$ cat src/rtl/pc_pkg.sv
// Shared definitions for the program-counter generator: default widths,
// next-PC source selection and the target alignment helper.
package pc_pkg;

    localparam int          XLEN_DEFAULT         = 32;
    localparam logic [31:0] RESET_VECTOR_DEFAULT = 32'h0000_0000;
    localparam int          INSTR_BYTES_DEFAULT  = 4;

    // Widest address the alignment helper handles; narrower PCs are
    // zero-extended on the way in and truncated on the way out.
    localparam int PC_MAX_W = 64;

    typedef enum logic [2:0] {
        SEL_HOLD,
        SEL_SEQ,
        SEL_RAS,
        SEL_REDIR,
        SEL_TRAP
    } next_pc_sel_e;

    typedef struct packed {
        logic [PC_MAX_W-1:0] addr;
        logic                misaligned;
    } aligned_pc_t;

    // Clears the low log2(instr_bytes) bits of addr and reports whether any
    // of them were set.
    function automatic aligned_pc_t align_pc(input logic [PC_MAX_W-1:0] addr,
                                             input int unsigned         instr_bytes);
        logic [PC_MAX_W-1:0] mask;
        aligned_pc_t         res;
        mask           = PC_MAX_W'(instr_bytes - 32'd1);
        res.addr       = addr & ~mask;
        res.misaligned = |(addr & mask);
        return res;
    endfunction

endpackage

$ cat src/rtl/pc_gen_ras.sv
// Return-address stack: circular buffer with a pointer to the top entry and
// a saturating occupancy count. A push into a full stack silently replaces
// the oldest entry. push and pop together replace the top entry in place.
module return_addr_stack #(
    parameter int XLEN      = 32,
    parameter int RAS_DEPTH = 4
) (
    input  logic            clk,
    input  logic            rst,
    input  logic            push,
    input  logic            pop,
    input  logic            clear,
    input  logic [XLEN-1:0] push_data,
    output logic [XLEN-1:0] top,
    output logic            empty,
    output logic            full
);

    localparam int PTR_W = $clog2(RAS_DEPTH);
    localparam int CNT_W = $clog2(RAS_DEPTH + 1);
    localparam logic [CNT_W-1:0] DEPTH_C = CNT_W'(RAS_DEPTH);

    logic [XLEN-1:0]  mem_q [RAS_DEPTH];
    logic [PTR_W-1:0] ptr_q, ptr_d;
    logic [CNT_W-1:0] count_q, count_d;
    logic             wr_en;
    logic [PTR_W-1:0] wr_idx;

    assign empty = (count_q == '0);
    assign full  = (count_q == DEPTH_C);
    assign top   = mem_q[ptr_q];

    // Pointer/count update and entry write selection.
    always_comb begin
        ptr_d   = ptr_q;
        count_d = count_q;
        wr_en   = 1'b0;
        wr_idx  = ptr_q;
        if (clear) begin
            ptr_d   = '0;
            count_d = '0;
        end else if (push && pop) begin
            wr_en  = 1'b1;
            wr_idx = ptr_q;
        end else if (push) begin
            wr_en  = 1'b1;
            wr_idx = ptr_q + PTR_W'(1);
            ptr_d  = ptr_q + PTR_W'(1);
            if (!full) begin
                count_d = count_q + CNT_W'(1);
            end
        end else if (pop && !empty) begin
            ptr_d   = ptr_q - PTR_W'(1);
            count_d = count_q - CNT_W'(1);
        end
    end

    // Pointer and occupancy registers.
    always_ff @(posedge clk) begin
        if (rst) begin
            ptr_q   <= '0;
            count_q <= '0;
        end else begin
            ptr_q   <= ptr_d;
            count_q <= count_d;
        end
    end

    // Entry storage; contents are only meaningful while count is non-zero.
    always_ff @(posedge clk) begin
        if (wr_en) begin
            mem_q[wr_idx] <= push_data;
        end
    end

endmodule

$ cat src/rtl/pc_gen.sv
// Program-counter generator for the fetch front end: holds the fetch
// address, offers it over valid/ready and picks the next PC from trap,
// redirect, return-address prediction or the sequential address.
module pc_gen
    import pc_pkg::*;
#(
    parameter int              XLEN         = XLEN_DEFAULT,
    parameter logic [XLEN-1:0] RESET_VECTOR = XLEN'(RESET_VECTOR_DEFAULT),
    parameter int              INSTR_BYTES  = INSTR_BYTES_DEFAULT,
    parameter int              RAS_DEPTH    = 4
) (
    input  logic            clk,
    input  logic            rst,
    output logic [XLEN-1:0] pc_out,
    output logic            pc_valid,
    input  logic            pc_ready,
    input  logic            pred_call,
    input  logic            pred_ret,
    input  logic            redirect_valid,
    input  logic [XLEN-1:0] redirect_pc,
    input  logic            trap_valid,
    input  logic [XLEN-1:0] trap_vec,
    output logic            misalign_err,
    output logic            ras_underflow
);

    localparam logic [XLEN-1:0] PC_INC = XLEN'(INSTR_BYTES);

    logic [XLEN-1:0] pc_q, pc_d;
    logic            pc_valid_q, pc_valid_d;
    logic            misalign_q, misalign_d;
    logic            underflow_q, underflow_d;

    next_pc_sel_e    sel;
    logic            fire;
    logic            flush;
    logic [XLEN-1:0] pc_seq;
    logic [XLEN-1:0] target_raw;
    logic [XLEN-1:0] target_aligned;
    aligned_pc_t     target_al;

    logic            ras_push, ras_pop, ras_clear;
    logic [XLEN-1:0] ras_top;
    logic            ras_empty, ras_full;

    assign fire   = pc_valid_q & pc_ready;
    assign flush  = trap_valid | redirect_valid;
    assign pc_seq = pc_q + PC_INC;

    // A flushed instruction must not touch the stack. A pop is only issued
    // when an entry exists; a ret on an empty stack falls back to PC+N.
    assign ras_clear = trap_valid;
    assign ras_push  = fire & pred_call & ~flush;
    assign ras_pop   = fire & pred_ret & ~flush & ~ras_empty;

    return_addr_stack #(
        .XLEN      (XLEN),
        .RAS_DEPTH (RAS_DEPTH)
    ) u_ras (
        .clk       (clk),
        .rst       (rst),
        .push      (ras_push),
        .pop       (ras_pop),
        .clear     (ras_clear),
        .push_data (pc_seq),
        .top       (ras_top),
        .empty     (ras_empty),
        .full      (ras_full)
    );

    // Occupancy sanity: a full stack can never also report empty.
    always @(posedge clk) begin
        if (!rst) begin
            assert (!(ras_full && ras_empty));
        end
    end

    // Next-PC source selection, target alignment and next-cycle flags.
    always_comb begin
        sel = SEL_HOLD;
        if (trap_valid) begin
            sel = SEL_TRAP;
        end else if (redirect_valid) begin
            sel = SEL_REDIR;
        end else if (fire && pred_ret && !ras_empty) begin
            sel = SEL_RAS;
        end else if (fire) begin
            sel = SEL_SEQ;
        end

        target_raw     = trap_valid ? trap_vec : redirect_pc;
        target_al      = align_pc(PC_MAX_W'(target_raw), INSTR_BYTES);
        target_aligned = XLEN'(target_al.addr);

        pc_d = pc_q;
        unique case (sel)
            SEL_TRAP, SEL_REDIR: pc_d = target_aligned;
            SEL_RAS:             pc_d = ras_top;
            SEL_SEQ:             pc_d = pc_seq;
            default:             pc_d = pc_q;
        endcase

        pc_valid_d  = 1'b1;
        misalign_d  = flush & target_al.misaligned;
        underflow_d = fire & pred_ret & ~flush & ras_empty;
    end

    // PC, valid and one-cycle flag registers.
    always_ff @(posedge clk) begin
        if (rst) begin
            pc_q        <= RESET_VECTOR;
            pc_valid_q  <= 1'b0;
            misalign_q  <= 1'b0;
            underflow_q <= 1'b0;
        end else begin
            pc_q        <= pc_d;
            pc_valid_q  <= pc_valid_d;
            misalign_q  <= misalign_d;
            underflow_q <= underflow_d;
        end
    end

    assign pc_out        = pc_q;
    assign pc_valid      = pc_valid_q;
    assign misalign_err  = misalign_q;
    assign ras_underflow = underflow_q;

endmodule
$ cat config.mk
export PLATFORM = sky130hd
export DESIGN_NAME = pc_gen
export DESIGN_NICKNAME = d
export VERILOG_FILES = /design/src/rtl/pc_pkg.sv /design/src/rtl/pc_gen_ras.sv /design/src/rtl/pc_gen.sv
export SDC_FILE = /design/constraint.sdc
export NUM_CORES = 1
export LEC_CHECK = 0
export CAP_MARGIN = 20
export CORE_UTILIZATION = 60
export DETAILED_ROUTE_END_ITERATION = 12
export DONT_BUFFER_PORTS = 1
export PLACE_DENSITY = 0.79
export SYNTH_ARGS = -nofsm -noshare
export SYNTH_HDL_FRONTEND = slang
export SYNTH_SLANG_ARGS = --single-unit
$ cat constraint.sdc
create_clock -name clk -period 6.4 [get_ports clk]
set_input_delay 1.6 -clock clk [delete_from_list [all_inputs] [get_ports clk]]
set_output_delay 1.6 -clock clk [all_outputs]
set_load 0.05 [all_outputs]
== Word level (Yosys, flattened, before mapping) ==
Memory sizes are Yosys's and may differ from the RTL's. A register that Yosys moved wholly into a read port is not among the register bits.
Index checks and enable logic that the tools add are counted.
W data, S select, Z words.
Storage, ports and cells
  memories kept: 1
  latch bits: 0
  ROM bits: 0
  output and inout port bits: 35
  logic and storage cells: 65
  RAM bits: 128
  bits in registers: 40
  bits of input ports: 71
Cells by class
  multipliers: 0
  shifts and indexed selects: 0
  equality and inequality tests: 6
  div/mod/pow operators: 0
  magnitude comparators: 0
  muxes and demuxes: 22
  reductions and logical operators: 13
  bitwise operators: 12
  add/sub/neg operators: 5
Memories
  u_ras.mem_q: depth 4, bits a word 32, read ports 1, clocked after Yosys merged registers in 1, wr ports 1, line pc_gen_ras.sv:23  | logic [XLEN-1:0] mem_q [RAS_DEPTH];
Operator list (number)
  $pmux W32 S3: 1
  $add A32 B3 Y32 const B: 1
  $mux W32: 1
  $mux W2: 9
  $mux W3: 4
  $and A1 B1 Y1: 8
  $mux W1: 7
  $eq A3 B2 Y1 const B: 2
  $eq A3 B3 Y1 const B: 2
  $reduce_or A2 Y1: 3
  $logic_and A1 B1 Y1: 4
  $add A3 B1 Y3 const B: 1
  $eq A3 B1 Y1 const B: 1
  $logic_not A3 Y1: 1
  $not A1 Y1: 3
  $reduce_and A3 Y1: 1
  $reduce_bool A3 Y1: 1
  $sub A3 B1 Y3 const B: 1
  $add A2 B1 Y2 const B: 1
  $ne A2 B2 Y1 const B: 1
  $reduce_and A2 Y1: 1
  $reduce_bool A2 Y1: 1
  $sub A2 B1 Y2 const B: 1
  $logic_not A1 Y1: 1
  $or A1 B1 Y1: 1

== Longest topological paths before layout ==
Gate-level depths: netlist (run 1).
  word-level depth: 9
  mapped depth: 12
  mapped depth without buffers: 10

== Modules after synthesis ==
From an unflattened synthesis (run 1), not the netlist that was laid out.
Unflattened totals
  cell total of the unflattened synthesis: 623
  area total of the unflattened synthesis: 8202.9 um2
Modules (own cells, without submodules)
  return_addr_stack: area each 5186.2 um2, instances 1, cells each 230, seq. area each 3983.8 um2
  pc_gen: area each 3016.6 um2, instances 1, cells each 393, seq. area each 700.7 um2

== Worst setup path after synthesis (run 1) ==
No wires, ideal clock.
  path type: input -> register
  start: input port trap_valid
  end: memory u_ras.mem_q[3][0] (enable)
  data arrival time: 5.155 ns
  slack: 0.824 ns
  stages on the path: 10
  setup time: 0.421 ns
  data required time: 5.979 ns
  buffers on the path: 2
  cells stage by stage: nor4bb_1 -> clkbuf_1 -> clkbuf_1 -> nand2_1 -> ha_1 -> or3b_2 -> nor2_1 -> a21oi_1 -> o22a_1 -> nor2_1
On the way
  cells in the longest elaborated chain, start to end: 9
  elaborated cells between the ends (all ways): 14
  classes of those cells: mux (8); bitwise (5); reduce/logical (1)
RTL lines
  from (decl): line pc_gen.sv:21  | input logic trap_valid,
  $or A1 B1 Y1: line pc_gen.sv:47  | assign flush = trap_valid | redirect_valid;
  $not A1 Y1: line pc_gen.sv:53, pc_gen.sv:54
  $and A1 B1 Y1 (2 in series): line pc_gen.sv:54  | assign ras_pop = fire & pred_ret & ~flush & ~ras_empty;
  $logic_and A1 B1 Y1: line pc_gen_ras.sv:42  | end else if (push && pop) begin
  $mux W1: line pc_gen_ras.sv:42
  $mux W1: line pc_gen_ras.sv:39  | if (clear) begin
  $mux W1: line pc_gen_ras.sv:71  | if (wr_en) begin
  $mux W1 (not written as such): line pc_gen_ras.sv:72  | mem_q[wr_idx] <= push_data;
  to (decl): line pc_gen_ras.sv:23
Several ways; a longest one is shown, not always the timed one.

== Worst setup path in the final report (run 1) ==
  start: input port trap_valid
  end: memory u_ras.mem_q[1][18] (enable)
Same word-level chain as after synthesis.

==> results of run 1 <==
-- how the worst min path moves through the flow --
stage                                  startpoint                            end  slack [ns]  cells past startpoint
floorplan                  pc_out[0]$_SDFFE_PP0P_    u_ras.mem_q[0][0]$_DFFE_PP_        0.48                      0
global placement    u_ras.count_q[2]$_SDFFE_PP0P_  u_ras.count_q[2]$_SDFFE_PP0P_        0.55                      2
detailed placement  u_ras.count_q[2]$_SDFFE_PP0P_  u_ras.count_q[2]$_SDFFE_PP0P_        0.57                      2
CTS                 u_ras.count_q[2]$_SDFFE_PP0P_  u_ras.count_q[2]$_SDFFE_PP0P_        0.57                      2
global route        u_ras.count_q[2]$_SDFFE_PP0P_  u_ras.count_q[2]$_SDFFE_PP0P_        0.61                      2
finish              u_ras.count_q[2]$_SDFFE_PP0P_  u_ras.count_q[2]$_SDFFE_PP0P_        0.58                      2
-- state kept, by name (all words and copies together) (netlist names), named ones only --
signal         cells
misalign_err       1
pc_out            32
pc_valid           1
ras_underflow      1
u_ras.count_q      3
u_ras.mem_q      128
u_ras.ptr_q        2
-- cell type report --
cell class,instances,area (um^2)
flip-flops and latches,170,4690
fillers,933,4330
multi-input cells,411,3200
clock buffers,24,514
well taps,176,220
clock inverters,8,106
repair buffers,10,87.6
inverters,12,45.0
-- metrics by stage --
| stage | hold slack, ns | cells |
|---|---|---|
| global route | 0.607 | 811 |
| global placement | 0.545 | 778 |
| detailed placement | 0.566 | 778 |
| CTS | 0.575 | 810 |
| floorplan | 0.482 | 638 |
| finish | 0.577 | 811 |
-- where the power goes --
group	switching, mW	leakage, nW	internal [mW]
clock	0.419	0.297	0.644
combinational	0.0826	1.14	0.0530
sequential	0.0986	1.53	1.21
-- per-layer routing --
layer | share of wire, % | routed length, um | track usage (%) | vias to the layer above
met5 | 0 | 0 | 0 | -
met4 | 3.6 | 786 | 15.3 | 0
met3 | 11 | 2300 | 7.75 | 68
met2 | 49 | 10700 | 52.3 | 403
met1 | 37 | 7970 | 42.1 | 2901
li1 | - | - | - | 2460
-- cell families (layout without fill, tap and decap cells) --
kind of cell | count (synthesis) | count (layout) | synth area share [%]
XOR/XNOR | 31 | 31 | 3.36
AO/OA/AOI/OAI | 141 | 141 | 11.8
adder cells (fa/ha/maj) | 6 | 6 | 1.02
flip-flops | 170 | 170 | 58.0
multiplexers | 37 | 37 | 9.54
buffers and inverters | 57 | 54 | 3.05
AND/OR/NAND/NOR | 196 | 196 | 13.3
-- tightest hold or removal path, cell delays in order (launching register included) --
cell and delay [ns]:
dfxtp_1 0.33, xor2_1 0.15, nor3_1 0.05
-- cell usage in the layout (no fill, tap or decap), types with 17 or more instances in the layout --
master     count
a21oi_1       43
clkbuf_16     19
dfxtp_1       41
edfxtp_1     128
mux4_2        32
nand2_1       28
nand3_1       25
nor2_1        58
nor3_1        17
o21ai_0       19
xnor2_1       17
==> reports/metrics.cfg, run 1 <==
[status]
outcome=complete, no violations

[sta]
setup_viol=0
finalHoldViolCount=0
grt_setup_unrepaired=false
finalSetupTns_ns=0
setup_ws_ns=1.73
fmax_mhz=214
tightest_slew_ns=1.01
drv_slew=0
fin_crit_sh_pct=73.0
finalCriticalPeriod_ns=4.67
slew-limit-headroom_pct=32.0
finClkSkew_ns=0.00882

[clock_tree]
cts_tree=done
clock_sinks=170
postCtsSetupBuffers=0
clk_pin_slew_worst_paths_ns=0.06
max-clock-path-buffers=2
clock-root-buffer=clkbuf_16
numCtsBuffers=17
clk_latency_ns=0.43
cts-hold-fix-buffers=0
cts_resized=0
cts.htree.levels=4

[drt]
final_antenna_net_count=0
via_per_inst=7.19
wl_um=21700
dr.pass1.iters=7
drtIter0Drc=664
detail_route.wl_per_cell_um=26.8
via_count=5832
drcViolationCount=0

[setup_path]
cpLargestDelayFamily=simple AND/OR/NAND/NOR gates
cpMaxStageDelayCell=ha_1
reg2reg_to=u_ras.mem_q[1][18]$_DFFE_PP_
rr_startpoint=pc_valid$_DFF_P_
critPathCaptureType=flop
crit_start=trap_valid
arrival_ns=4.78
crit_buf_inv=2
start_kind=primary input
critPathMaxStageDelay_ns=0.54
crit_required_ns=6.51
crit_end=u_ras.mem_q[1][18]$_DFFE_PP_
worstPathCellList=nor4bb_4 -> buf_4 -> nand2_1 -> ha_1 -> or3b_2 -> nor2_1 -> a21oi_1 -> o32a_1 -> nor2_4 -> buf_4
path_depth=10
cp_common_cell=buf_4
r2r_setup_slack_ns=2.08
critical_path_class=primary input to flop
crit_fanout=42
r2r_cells=10

[placement]
place_hpwl_um=14300
portBuffers=0
place_ws_ns=1.36
place.gp.congestion=0.883
place_area_um2=8220

[global_routing]
grt_max_degree=43
grt_pass1_wl_um=33000
antenna_found_initial=0
grt_usage_pct=32.6
grt_overflow=0
grt_pass1_vias=5711

[pwr]
power_density_nw_per_um2=283
leakagePower_nw=2.96
power_mw=2.51
worst_ir_drop_vdd_v=0.000240

[yosys]
syn_area_um2=8080
synth_edf_count=128
synth-main-ff-cell=edfxtp_1
synth_area_leaders=edfxtp_1, dfxtp_1, mux4_2, nor2_1, a21oi_1
synth_top_cell_area_share_pct=47.6
avgSynthCellArea_um2=12.7
async_flop_share_pct=0
synth.most_common_cell=edfxtp_1
synth_commonest_cells=edfxtp_1, nor2_1, a21oi_1, dfxtp_1, mux4_2
seq_area_frac_synth_pct=58.0
ys_types=74
ys_ff_latch=170
yosys.area.top_type=edfxtp_1
syn_nets=715
yosys_warnings=0
syn_inst=638

[floorplanning]
die_area_um2=13900
dieWidth_um=118
start_util_pct=61.3
rows=42
die_y_um=118
io_pins=106
core_area_um2=13200

[final_layout]
final_core_util_pct=67.2
design_area_um2=8860
num_antenna_cells=0
area_growth_pct=9.61
final_layout_size_suffix_gt1_share_pct=14.6
final_nets=699

[run]
drv_cap=0

[hold_path]
hold_class=flop to flop

No activity file was read; power rests on OpenSTA's default activity.
==> run 2: changes to the inputs <==
==> constraint.sdc (replaced) <==
create_clock -name clk -period 4.75 [get_ports clk]
set_input_delay 1.1875 -clock clk [delete_from_list [all_inputs] [get_ports clk]]
set_output_delay 1.1875 -clock clk [all_outputs]
set_load 0.05 [all_outputs]
==> run 2 against run 1 <==
Net effect: global-route usage decreased by 1.0 points; non-clock buffer count rose by 5; clock power increased by 32%; flip-flop and latch count is the same; sequential share of layout area about the same; count of clock-buffer cells in the layout shrank 6; utilization barely moved; critical endpoint is now u_ras.mem_q[1][21]$_DFFE_PP_.
==> reports/metrics.cfg, run 2 (same netlist as run 1, synthesis figures left out) <==
[floorplanning]
io_pins=106  ; unchanged
die_area_um2=13900  ; unchanged
rows=42  ; unchanged
dieWidth_um=118  ; unchanged
die_y_um=118  ; unchanged
start_util_pct=61.3  ; unchanged
core_area_um2=13200  ; unchanged

[placement]
place.gp.congestion=0.865  ; -2.0%
portBuffers=0  ; unchanged
place_hpwl_um=13600  ; -4.4%
post-place-cells=784  ; +0.77%

[final_layout]
fill_cells=902  ; -3.3%
num_antenna_cells=0  ; unchanged
largest_register_ffs=128  ; unchanged
area_growth_pct=9.69  ; about the same
final_nets=704  ; +0.72%
largest-register=u_ras.mem_q
final_common_cell=edfxtp_1
fin_cells=816  ; +0.62%
final_layout_size_suffix_gt1_share_pct=15.8  ; +1.1 points
final_cell_mix=edfxtp_1, nor2_1, a21oi_1, dfxtp_1, mux4_2

[global_routing]
grt_overflow=0  ; unchanged
grt_usage_pct=31.6  ; -1.0 points
grt_pass1_vias=5564  ; -2.6%
grt_pass1_wl_um=32100  ; -2.9%
antenna_found_initial=0  ; unchanged
grt_max_degree=43  ; unchanged

[clock_tree]
clock-root-buffer=clkbuf_16
clk_latency_ns=0.43  ; about the same
cts_resized=0  ; unchanged
max-clock-path-buffers=2  ; unchanged
postCtsSetupBuffers=0  ; unchanged
numCtsBuffers=17  ; unchanged
cts.htree.levels=4  ; unchanged
cts_tree=done
clk_pin_slew_worst_paths_ns=0.06  ; about the same
cts-hold-fix-buffers=0  ; unchanged
clock_sinks=170  ; unchanged

[drt]
drcViolationCount=0  ; unchanged
drtIter0Drc=869  ; +31%
dr.pass1.iters=5  ; -2
via_per_inst=7.10  ; -1.3%
wl_um=21200  ; -2.2%
via_count=5792  ; -0.69%
final_antenna_net_count=0  ; unchanged
detail_route.wl_per_cell_um=26.0  ; -2.8%

[sta]
finalCriticalPeriod_ns=3.39
setup_viol=0  ; unchanged
finalHoldViolCount=0  ; unchanged
fmax_mhz=295
finClkSkew_ns=0.0103  ; +0.00153 ns
finalSetupTns_ns=0  ; unchanged
tightest_slew_ns=0.945  ; -0.0680 ns
hold_ws_ns=0.572  ; -0.00521 ns
grt_setup_unrepaired=false
slew-limit-headroom_pct=36.9  ; +4.9 points
drv_slew=0  ; unchanged
fin_crit_sh_pct=71.3

[setup_path]
crit_buf_inv=1  ; -1
cpLargestDelayFamily=simple AND/OR/NAND/NOR gates
crit_required_ns=4.82  ; -1.69 ns
crit_fanout=32  ; -24%
start_kind=flop
arrival_ns=3.46  ; -1.32 ns
critPathMaxStageDelay_ns=0.69  ; +0.15 ns
crit_start=pc_valid$_DFF_P_
critPathCaptureType=flop
rr_startpoint=pc_valid$_DFF_P_
reg2reg_to=u_ras.mem_q[1][21]$_DFFE_PP_
r2r_cells=9  ; -1
cpMaxStageDelayCell=dfxtp_1
worstPathCellList=nor4bb_4 -> nand2_1 -> ha_1 -> or3b_2 -> nor2_1 -> a21oi_1 -> o32a_1 -> nor2_4 -> buf_4
r2r_setup_slack_ns=1.36  ; -0.72 ns
critical_path_class=flop to flop

[status]
outcome=complete, no violations

[pwr]
power_density_nw_per_um2=377  ; +33%
worst_ir_drop_vdd_v=0.000273  ; +14%
leakagePower_nw=2.97  ; +0.42%

[run]
drv_cap=0  ; unchanged

[hold_path]
hold_path_depth=2  ; unchanged
holdCritStartpoint=u_ras.count_q[1]$_SDFFE_PP0P_
hold_class=flop to flop
hold-path-endpoint=u_ras.count_q[1]$_SDFFE_PP0P_

-- run 2: layout make-up --
| type | count | area, um^2 | share of cell area, % |
|---|---|---|---|
| well taps | 176 | 220 | 2.48 |
| clock inverters | 14 | 163 | 1.83 |
| multi-input cells | 411 | 3200 | 36.1 |
| clock buffers | 18 | 439 | 4.95 |
| repair buffers | 15 | 113 | 1.27 |
| flip-flops and latches | 170 | 4690 | 52.9 |
| inverters | 12 | 45.0 | 0.508 |
-- run 2: how the worst max path moves through the flow --
stage                                   end  cells after the start
4_1_cts        u_ras.mem_q[1][30]$_DFFE_PP_                      9
6_report       u_ras.mem_q[1][21]$_DFFE_PP_                      9
2_1_floorplan   u_ras.mem_q[2][0]$_DFFE_PP_                      8
5_1_grt        u_ras.mem_q[3][28]$_DFFE_PP_                      9
3_3_place_gp   u_ras.mem_q[3][22]$_DFFE_PP_                     11
3_5_place_dp    u_ras.mem_q[1][1]$_DFFE_PP_                     11
-- run 2: tightest hold or removal path: cells and delay by family, from the launching register on --
| kind | cells | cell delay, ns |
|---|---|---|
| DFF | 1 | 0.34 |
| and+or+nand+nor | 1 | 0.06 |
| muxes | 1 | 0.14 |
-- run 2: per-stage QoR --
stage | setup WS, ns | total power, mW | instance area [um^2] | util (%)
after global placement | 1.04 | 1.96 | 8260 | 62.7
after detailed placement | 0.948 | 1.98 | 8260 | 62.7
after floorplan | 0.0565 | 1.92 | 8090 | -
final | 1.36 | 3.35 | 8870 | 67.2
after global routing | 1.13 | 3.42 | 8870 | 67.2
after CTS | 1.37 | 3.35 | 8870 | 67.2
-- run 2: where the power goes --
group | leakage, nW | internal [mW] | switching, mW
registers | 1.53 | 1.63 | 0.130
logic | 1.16 | 0.0736 | 0.115
clock network | 0.287 | 0.801 | 0.595
total | 2.97 | 2.51 | 0.840
-- run 2: layer usage --
layer | vias to the layer above | wire length [um] | global-route usage, %
li1 | 2471 | - | -
met2 | 404 | 10200 | 49.1
met5 | - | 0 | 0
met1 | 2846 | 8000 | 41.8
met3 | 71 | 2290 | 7.80
met4 | 0 | 713 | 15.4
